## src/rtl/lane_arbiter_rr_if.sv

```systemverilog
// Handshake bundle for the four-lane round-robin arbiter: four valid/data/ready
// input lanes and one registered, lane-tagged output lane.
interface lane_arbiter_rr_if #(
  parameter int DATA_W = 8
);
  logic              valid_in0;
  logic              valid_in1;
  logic              valid_in2;
  logic              valid_in3;
  logic [DATA_W-1:0] data_in0;
  logic [DATA_W-1:0] data_in1;
  logic [DATA_W-1:0] data_in2;
  logic [DATA_W-1:0] data_in3;
  logic              ready_out0;
  logic              ready_out1;
  logic              ready_out2;
  logic              ready_out3;
  logic              valid_out;
  logic [DATA_W-1:0] data_out;
  logic [1:0]        lane_out;
  logic              ready_in;

  // Arbiter side
  modport slave (
    input  valid_in0, valid_in1, valid_in2, valid_in3,
    input  data_in0, data_in1, data_in2, data_in3,
    input  ready_in,
    output ready_out0, ready_out1, ready_out2, ready_out3,
    output valid_out, data_out, lane_out
  );

  // Lane sources plus the downstream consumer
  modport master (
    output valid_in0, valid_in1, valid_in2, valid_in3,
    output data_in0, data_in1, data_in2, data_in3,
    output ready_in,
    input  ready_out0, ready_out1, ready_out2, ready_out3,
    input  valid_out, data_out, lane_out
  );
endinterface

```

## src/rtl/lane_arbiter_rr.sv

```systemverilog
// Four-lane round-robin arbiter: grants one lane for a burst of at most
// MAX_BURST beats and forwards them onto one registered, lane-tagged output.
module lane_arbiter_rr #(
  parameter int DATA_W    = 8,
  parameter int MAX_BURST = 4
) (
  input logic              aclk,
  input logic              reset,
  lane_arbiter_rr_if.slave bus
);

  typedef enum logic {IDLE, GRANT} state_t;

  localparam logic [2:0] LAST_BEAT = 3'(MAX_BURST - 1);

  state_t            state;
  logic [1:0]        gnt;
  logic [1:0]        ptr;
  logic [1:0]        pick;
  logic [2:0]        burst_cnt;
  logic [3:0]        valid_vec;
  logic [3:0]        ready_vec;
  logic [DATA_W-1:0] lane_data [4];
  logic              out_free;
  logic              accept;
  logic              release_now;

  assign valid_vec    = {bus.valid_in3, bus.valid_in2, bus.valid_in1, bus.valid_in0};
  assign lane_data[0] = bus.data_in0;
  assign lane_data[1] = bus.data_in1;
  assign lane_data[2] = bus.data_in2;
  assign lane_data[3] = bus.data_in3;

  assign out_free    = !bus.valid_out || bus.ready_in;
  assign accept      = (state == GRANT) && valid_vec[gnt] && ready_vec[gnt];
  assign release_now = (state == GRANT) &&
                       (!valid_vec[gnt] || (accept && burst_cnt == LAST_BEAT));

  always_comb begin
    ready_vec = '0;
    if (state == GRANT && out_free) ready_vec[gnt] = 1'b1;
  end

  assign bus.ready_out0 = ready_vec[0];
  assign bus.ready_out1 = ready_vec[1];
  assign bus.ready_out2 = ready_vec[2];
  assign bus.ready_out3 = ready_vec[3];

  // Scan from the farthest offset down so the lane closest to ptr wins.
  always_comb begin
    pick = ptr;
    for (int k = 3; k >= 0; k--) begin
      if (valid_vec[ptr + 2'(k)]) pick = ptr + 2'(k);
    end
  end

  always_ff @(posedge aclk or posedge reset) begin
    if (reset) begin
      state         <= IDLE;
      gnt           <= '0;
      ptr           <= '0;
      burst_cnt     <= '0;
      bus.valid_out <= 1'b0;
      bus.data_out  <= '0;
      bus.lane_out  <= '0;
    end else begin
      case (state)
        IDLE: begin
          if (|valid_vec) begin
            gnt       <= pick;
            burst_cnt <= '0;
            state     <= GRANT;
          end
        end
        GRANT: begin
          if (accept) burst_cnt <= burst_cnt + 3'd1;
          if (release_now) begin
            ptr   <= gnt + 2'd1;
            state <= IDLE;
          end
        end
      endcase

      // A stalled output beat simply holds; nothing is buffered behind it.
      if (accept) begin
        bus.valid_out <= 1'b1;
        bus.data_out  <= lane_data[gnt];
        bus.lane_out  <= gnt;
      end else if (out_free) begin
        bus.valid_out <= 1'b0;
      end
    end
  end

endmodule

```

## src/flat_wrapper.sv

```systemverilog
// flat-port wrapper written by rule: the top's interface ports become plain ports
module lane_arbiter_rr_flat 
#(
  parameter int DATA_W    = 8,
  parameter int MAX_BURST = 4
)
  (aclk, reset, bus_valid_in0, bus_valid_in1, bus_valid_in2, bus_valid_in3, bus_data_in0, bus_data_in1, bus_data_in2, bus_data_in3, bus_ready_in, bus_ready_out0, bus_ready_out1, bus_ready_out2, bus_ready_out3, bus_valid_out, bus_data_out, bus_lane_out);
  lane_arbiter_rr_if #(.DATA_W(DATA_W)) bus_i ();
  input logic aclk;
  input logic reset;
  input wire logic [$bits(bus_i.valid_in0)-1:0] bus_valid_in0;
  input wire logic [$bits(bus_i.valid_in1)-1:0] bus_valid_in1;
  input wire logic [$bits(bus_i.valid_in2)-1:0] bus_valid_in2;
  input wire logic [$bits(bus_i.valid_in3)-1:0] bus_valid_in3;
  input wire logic [$bits(bus_i.data_in0)-1:0] bus_data_in0;
  input wire logic [$bits(bus_i.data_in1)-1:0] bus_data_in1;
  input wire logic [$bits(bus_i.data_in2)-1:0] bus_data_in2;
  input wire logic [$bits(bus_i.data_in3)-1:0] bus_data_in3;
  input wire logic [$bits(bus_i.ready_in)-1:0] bus_ready_in;
  output wire logic [$bits(bus_i.ready_out0)-1:0] bus_ready_out0;
  output wire logic [$bits(bus_i.ready_out1)-1:0] bus_ready_out1;
  output wire logic [$bits(bus_i.ready_out2)-1:0] bus_ready_out2;
  output wire logic [$bits(bus_i.ready_out3)-1:0] bus_ready_out3;
  output wire logic [$bits(bus_i.valid_out)-1:0] bus_valid_out;
  output wire logic [$bits(bus_i.data_out)-1:0] bus_data_out;
  output wire logic [$bits(bus_i.lane_out)-1:0] bus_lane_out;
  assign bus_i.valid_in0 = bus_valid_in0;
  assign bus_i.valid_in1 = bus_valid_in1;
  assign bus_i.valid_in2 = bus_valid_in2;
  assign bus_i.valid_in3 = bus_valid_in3;
  assign bus_i.data_in0 = bus_data_in0;
  assign bus_i.data_in1 = bus_data_in1;
  assign bus_i.data_in2 = bus_data_in2;
  assign bus_i.data_in3 = bus_data_in3;
  assign bus_i.ready_in = bus_ready_in;
  assign bus_ready_out0 = bus_i.ready_out0;
  assign bus_ready_out1 = bus_i.ready_out1;
  assign bus_ready_out2 = bus_i.ready_out2;
  assign bus_ready_out3 = bus_i.ready_out3;
  assign bus_valid_out = bus_i.valid_out;
  assign bus_data_out = bus_i.data_out;
  assign bus_lane_out = bus_i.lane_out;
  lane_arbiter_rr #(.DATA_W(DATA_W), .MAX_BURST(MAX_BURST)) u_core (.aclk(aclk), .reset(reset), .bus(bus_i));
endmodule
```

## config.mk

```make
export PLATFORM = sky130hd
export DESIGN_NAME = lane_arbiter_rr_flat
export DESIGN_NICKNAME = d
export VERILOG_FILES = /design/src/rtl/lane_arbiter_rr_if.sv /design/src/rtl/lane_arbiter_rr.sv /design/src/flat_wrapper.sv
export SDC_FILE = /design/constraint.sdc
export NUM_CORES = 1
export LEC_CHECK = 0
export CAP_MARGIN = 20
export CORE_MARGIN = 4
export CORE_UTILIZATION = 30
export CTS_BUF_LIST = sky130_fd_sc_hd__clkbuf_2
export CTS_CLUSTER_SIZE = 20
export DETAILED_ROUTE_END_ITERATION = 8
export GPL_TIMING_DRIVEN = 0
export HOLD_SLACK_MARGIN = 0.15
export PLACE_DENSITY = 0.58
export SYNTH_ARGS = -nofsm -noshare
export SYNTH_HDL_FRONTEND = slang
export SYNTH_SLANG_ARGS = --single-unit
```

## constraint.sdc

```tcl
create_clock -name aclk -period 2.99 [get_ports aclk]
set_clock_uncertainty 0.05 [all_clocks]
set_input_delay 0.598 -clock aclk [delete_from_list [all_inputs] [get_ports aclk]]
set_output_delay 0.598 -clock aclk [all_outputs]
set_load 0.005 [all_outputs]
```

---- After elaboration in Yosys (flattened, before gate mapping) ----
Cells that the tools add are included.
W data, S select, Z words.
word-level totals
  input port bits ......................... 39
  flip-flop bits (word level) ............. 19
  output and inout bits ................... 15
cells by class
  reductions and logical operators ........ 15
  add/subtract/negate cells ............... 5
  bitwise operators ....................... 2
  equality and inequality tests ........... 3
  multiplexer cells ....................... 30
  $lt $le $gt $ge ......................... 7
operators with widths
  kind                   number
  $bmux W8 S2            1
  $mux W8                2
  $lt A2 B3 Y1 const B   5
  $bmux W1 S2            6
  $mux W1                11
  $mux W2                4
  $logic_and A1 B1 Y1    6
  $mux W3                2
  $pmux W3 S2            1
  $reduce_and A2 Y1      3
  $add A2 B1 Y2 const B  2
  $add A2 B2 Y2 const B  2
  $mux W4                1
  $reduce_or A4 Y1       1
  $add A3 B1 Y3 const B  1
  $eq A3 B2 Y1 const B   1
  $ge A3 B3 Y1 const B   1
  $not A2 Y3             1
  $demux W1 S2           1
  $ge A2 B1 Y1 const B   1
  $logic_not A1 Y1       2
  $logic_or A1 B1 Y1     2
  $ne A2 B1 Y1 const B   1
  $ne A2 B2 Y1 const B   1
  3 further kinds        3

---- Longest topological paths before layout ----
  depth in word-level cells ............... 13
  gate-level depth with buffers ........... 9
  gate-level depth less buffers ........... 6

---- Least setup slack after synthesis ----
No wires, ideal clock.
  kind .................................... register to register
  from .................................... reg u_core.gnt[0]
  to ...................................... reg u_core.bus.data_out[3]
  required time ........................... 2.815 ns
  data arrival time ....................... 2.251 ns
  setup time .............................. 0.125 ns
  slack ................................... 0.563 ns
  stages on the path, launching flop included .. 9
  cells stage by stage .................... dfrtp_1 > buf_2 > buf_2 > inv_1 > ha_1 > mux4_1 > nand4_4 > buf_6 > mux2_4
between the ends
  word-level cells in the longest chain between the ends .. 8
RTL lines
  item                                                                       line                      source
  start, declared                                                            lane_arbiter_rr.sv:17     logic [1:0] gnt;
  start signal, assigned                                                     lane_arbiter_rr.sv:70     gnt <= pick;
  $lt A2 B3 Y1 (implied by the code) / $ge A2 B1 Y1 (equally long branches)  lane_arbiter_rr.sv:41     if (state == GRANT && out_free) ready_vec[gnt] = 1'b1;
  $logic_and A1 B1 Y1 (implied by the code)                                  lane_arbiter_rr.sv:41
  $mux W1 (implied by the code)                                              lane_arbiter_rr.sv:41
  $demux W1 S2                                                               n/a
  $mux W4                                                                    lane_arbiter_rr.sv:41
  $bmux W1 S2                                                                lane_arbiter_rr.sv:35     assign accept = (state == GRANT) && valid_vec[gnt] && ready_vec[gnt];
  $mux W1 (implied by the code)                                              lane_arbiter_rr.sv:35
  $logic_and A1 B1 Y1                                                        lane_arbiter_rr.sv:35
  end signal, assigned                                                       lane_arbiter_rr.sv:87     bus.data_out <= lane_data[gnt];
  end, declared                                                              lane_arbiter_rr_if.sv:29  output valid_out, data_out, lane_out
Several ways; a longest one is shown, not always the timed one. The select of a mux whose other input is x is not followed.
A chain may end at the register's enable or synchronous reset.

---- Worst setup path after layout ----
  from .................................... reg u_core.gnt[1]
  to ...................................... out bus_ready_out1
between the ends
  word-level cells in the longest chain between the ends .. 5
RTL lines
  item                                                                       line                   source
  $lt A2 B3 Y1 (implied by the code) / $ge A2 B1 Y1 (equally long branches)  lane_arbiter_rr.sv:41
  $logic_and A1 B1 Y1 (implied by the code)                                  lane_arbiter_rr.sv:41
  $mux W1 (implied by the code)                                              lane_arbiter_rr.sv:41
  $demux W1 S2 (*)                                                           n/a
  $mux W4 (*)                                                                lane_arbiter_rr.sv:41
  end, declared                                                              flat_wrapper.sv:21     output wire logic [$bits(bus_i.ready_out1)-1:0] bus_ready_out1;
Mark *: on every way between the ends. The rest lies on a longest branch, timed or not.

==> flow_metrics.tcl <==
set metrics [dict create \
    status "finished, final reports clean" \
    grt_overflow_total 0 \
    antenna_found_initial 0 \
    critical-path-max-stage-delay_ps 540 \
    fraction_of_the_mapped_netlist_area_in_adder_cells 0.0612 \
    irDropWorstVdd_mv 0.277 \
    worst_path_max_delay_cell "dfrtp_1" \
    synth_mux_area_frac 0.302 \
    synth_area_mm2 0.00123 \
    leakage_uw 0.000785 \
    pre_cts_slack_ps 170 \
    postRouteAntennaNets 0 \
    synth-simple-area-share 0.110 \
    finalMaxSlewViolations 0 \
    synth.avg_cell_area_um2 12.2 \
    num_rows 22 \
    synth-seq-cells 19 \
    rr_worst_depth 7 \
    h-tree-depth 1 \
    grt_setup_unrepaired "no" \
    yosysUniqueCellTypes 29 \
    gp_congestion 0.751 \
    drive_gt1_frac 0.190 \
    post_detail_place_hpwl_mm 2.56 \
    startpoint_type "flip-flop" \
    synth_edf_count 0 \
    synthDominantCellAreaShare 0.387 \
    min-delay-start "u_core.bus.lane_out[0]" \
    clock_sink_count 19 \
    cts_root_buffer "clkbuf_2" \
    synthXorXnorAreaFrac 0 \
    wl_mm 3.26 \
    grt_max_degree 20 \
    insertion_delay_ps 330 \
    smallest_hold_slack_ps 455 \
    synth.yosys.seq_area_share 0.387 \
    ordered_list_of_cells_on_the_worst_path "clkbuf_2 -> inv_1 -> ha_1 -> and3_1 -> clkdlybuf4s50_1" \
    hold_path_depth 2 \
    drt_first_pass_iters 4 \
    slew_headroom 0.494 \
    placed_cells_incl_taps 202 \
    fillerInstances 346 \
    grt_first_pass_wirelength_mm 5.49 \
    number_of_violations_reported_at_the_end_of_detailed_routing_iteration_0 37 \
    routed_wire_length_per_instance_um 15.8 \
    start_util 0.323 \
    yosys_most_used_dff "dfrtp_1" \
    crit_family "buffers and inverters" \
    max_cap_violations 0 \
    max_slew.worst_pin.slew_ps 758 \
    antenna_cells 0 \
    detail_route.drc_violations 0 \
    synth_area_leader "dfrtp_1" \
    setup-tns-final_ps 0 \
    post_drt_via_cell_ratio 5.08 \
    core_mm2 0.00380 \
    synthToLayoutAreaGrowth_pct 50.4 \
    most-common-layout-cells "clkdlybuf4s50_1, dfrtp_1, mux4_2, mux2_2, inv_1" \
    combinational_family_with_the_most_area_after_synthesis "multiplexers" \
    crit_fanout 10 \
    clock_tree_from_tritoncts "done" \
    reg2reg_setup_slack_ps 390 \
    path_clk_slew_ps 190 \
    finalCriticalPeriod_ps 2800 \
    setup_viol 0 \
    clock_tree.buffer_depth 2 \
    worstPathBufferInverterCount 3 \
    setup.worst_path.end_class "output port" \
    fp.dieW_um 72.0 \
    finalCritPeriodShare 0.938 \
    pin_count 54 \
    power_per_cell_area_mw_per_mm2 819 \
    post_synth_inst_count 101 \
    reg2reg_from "u_core.gnt[1]" \
    port_buffer_count 53 \
    final_cell_count_no_fill 206 \
    required_ps 2340 \
    timing.final.hold_violations 0 \
    fin_nets 204 \
    critical_path_depth 5 \
    timing.critical_path.from "u_core.gnt[1]" \
    synth_area_in_compound_gates 0.0917 \
    holdCritPathClass "flip-flop to flip-flop" \
    timing_worst_setup_path_type "flip-flop to output port" \
    final_critical_path_setup_slack_ps 186 \
    floorplan.die_area_mm2 0.00518 \
    synth_area_leaders "dfrtp_1, mux4_2, mux2_2" \
    whs_endpoint "u_core.bus.lane_out[0]" \
    cp.arrival_ps 2160 \
    synthArstFlopShare 1.00 \
    vias_in_the_first_global_route 1149 \
    timing.fmax_ghz 0.357 \
    regToRegEndpoint "u_core.bus.data_out[3]" \
    cts-buffers-inserted 3 \
    gr-usage-all-layers 0.135 \
    yosysWarnings 0 \
    most_frequent_standard_cell_in_the_layout_excluding_fill_and_tap_cells "clkdlybuf4s50_1" \
    vias 1046 \
    chipHeight_um 72.0 \
    synth_nets 146 \
]
## cells in the mapped netlist (all sizes together), types with 2 or more instances
master	n
dfrtp	19
mux2	11
mux4	10
inv	8
o21ai	7
ha	6
and3	5
nand2	5
nor2	5
nand3	4
a21oi	3
buf	3
clkbuf	2
nand4	2
nor2b	2
## cell families after synthesis
logic type,Yosys count
simple gates,24
mux,22
flops,19
compound gates,17
buf+inv,13
fa+ha+maj,6
## what timing repair did
item | in CTS | in global routing
gates resized for setup | 2 | 1
hold buffers | 0 | 0
buffers inserted | 0 | 0
endpoints found under the setup margin | 3 | 2
## metrics by stage
| stage | utilization | total power (uW) | cell area (um2) |
|---|---|---|---|
| finish | 0.486 | 1510 | 1850 |
| global route | 0.486 | 1650 | 1850 |
| CTS | 0.485 | 1530 | 1840 |
| detailed placement | 0.479 | 1400 | 1820 |
| global placement | 0.479 | 1380 | 1820 |
| floorplan | - | 1020 | 1230 |
## worst max-delay path by stage
stage | endpoint | slack (ps)
floorplan | u_core.bus.data_out[3] | 560
global placement | u_core.bus.data_out[3] | 190
detailed placement | u_core.bus.data_out[3] | 170
CTS | bus_ready_out2 | 120
global route | bus_ready_out1 | 3
finish | bus_ready_out1 | 190
## layer usage
metal	vias up	routed length, um	part of all wire	track usage
met4	0	53	0.016	0.0501
met5	-	0	0	0
met3	5	306	0.094	0.0319
met1	501	1380	0.42	0.163
li1	494	-	-	-
met2	46	1510	0.46	0.233
## worst reg2reg max path, delay by kind of cell (launching register included)
| kind | cells | cell delay, ps |
|---|---|---|
| multiplexers | 2 | 870 |
| flip-flops | 1 | 540 |
| adder cells (fa/ha/maj) | 1 | 220 |
| AND/OR/NAND/NOR | 1 | 220 |
| buffers and inverters | 3 | 610 |
## sequential cells by signal (all words and copies together) (netlist names)
| signal | cells |
|---|---|
| u_core.burst_cnt | 3 |
| u_core.bus.data_out | 8 |
| u_core.bus.lane_out | 2 |
| u_core.bus.valid_out | 1 |
| u_core.gnt | 2 |
| u_core.ptr | 2 |
| u_core.state | 1 |
## report_power, final
part,total (uW),internal (uW),leakage [uW],switching [uW]
Clock,121,35.4,0.0000166,85.4
Combinational,942,555,0.000532,386
Sequential,448,370,0.000236,78.4
## final cells by class
type,instances,area [um2],area share
plain buffers,5,36.3,0.0197
flip-flops and latches,19,475,0.258
clock buffers,4,20.0,0.0108
well taps,48,60.1,0.0325
repair buffers,53,531,0.287
multi-input cells,69,693,0.376
inverters,8,30.0,0.0163
No activity file was read; power rests on OpenSTA's default activity.
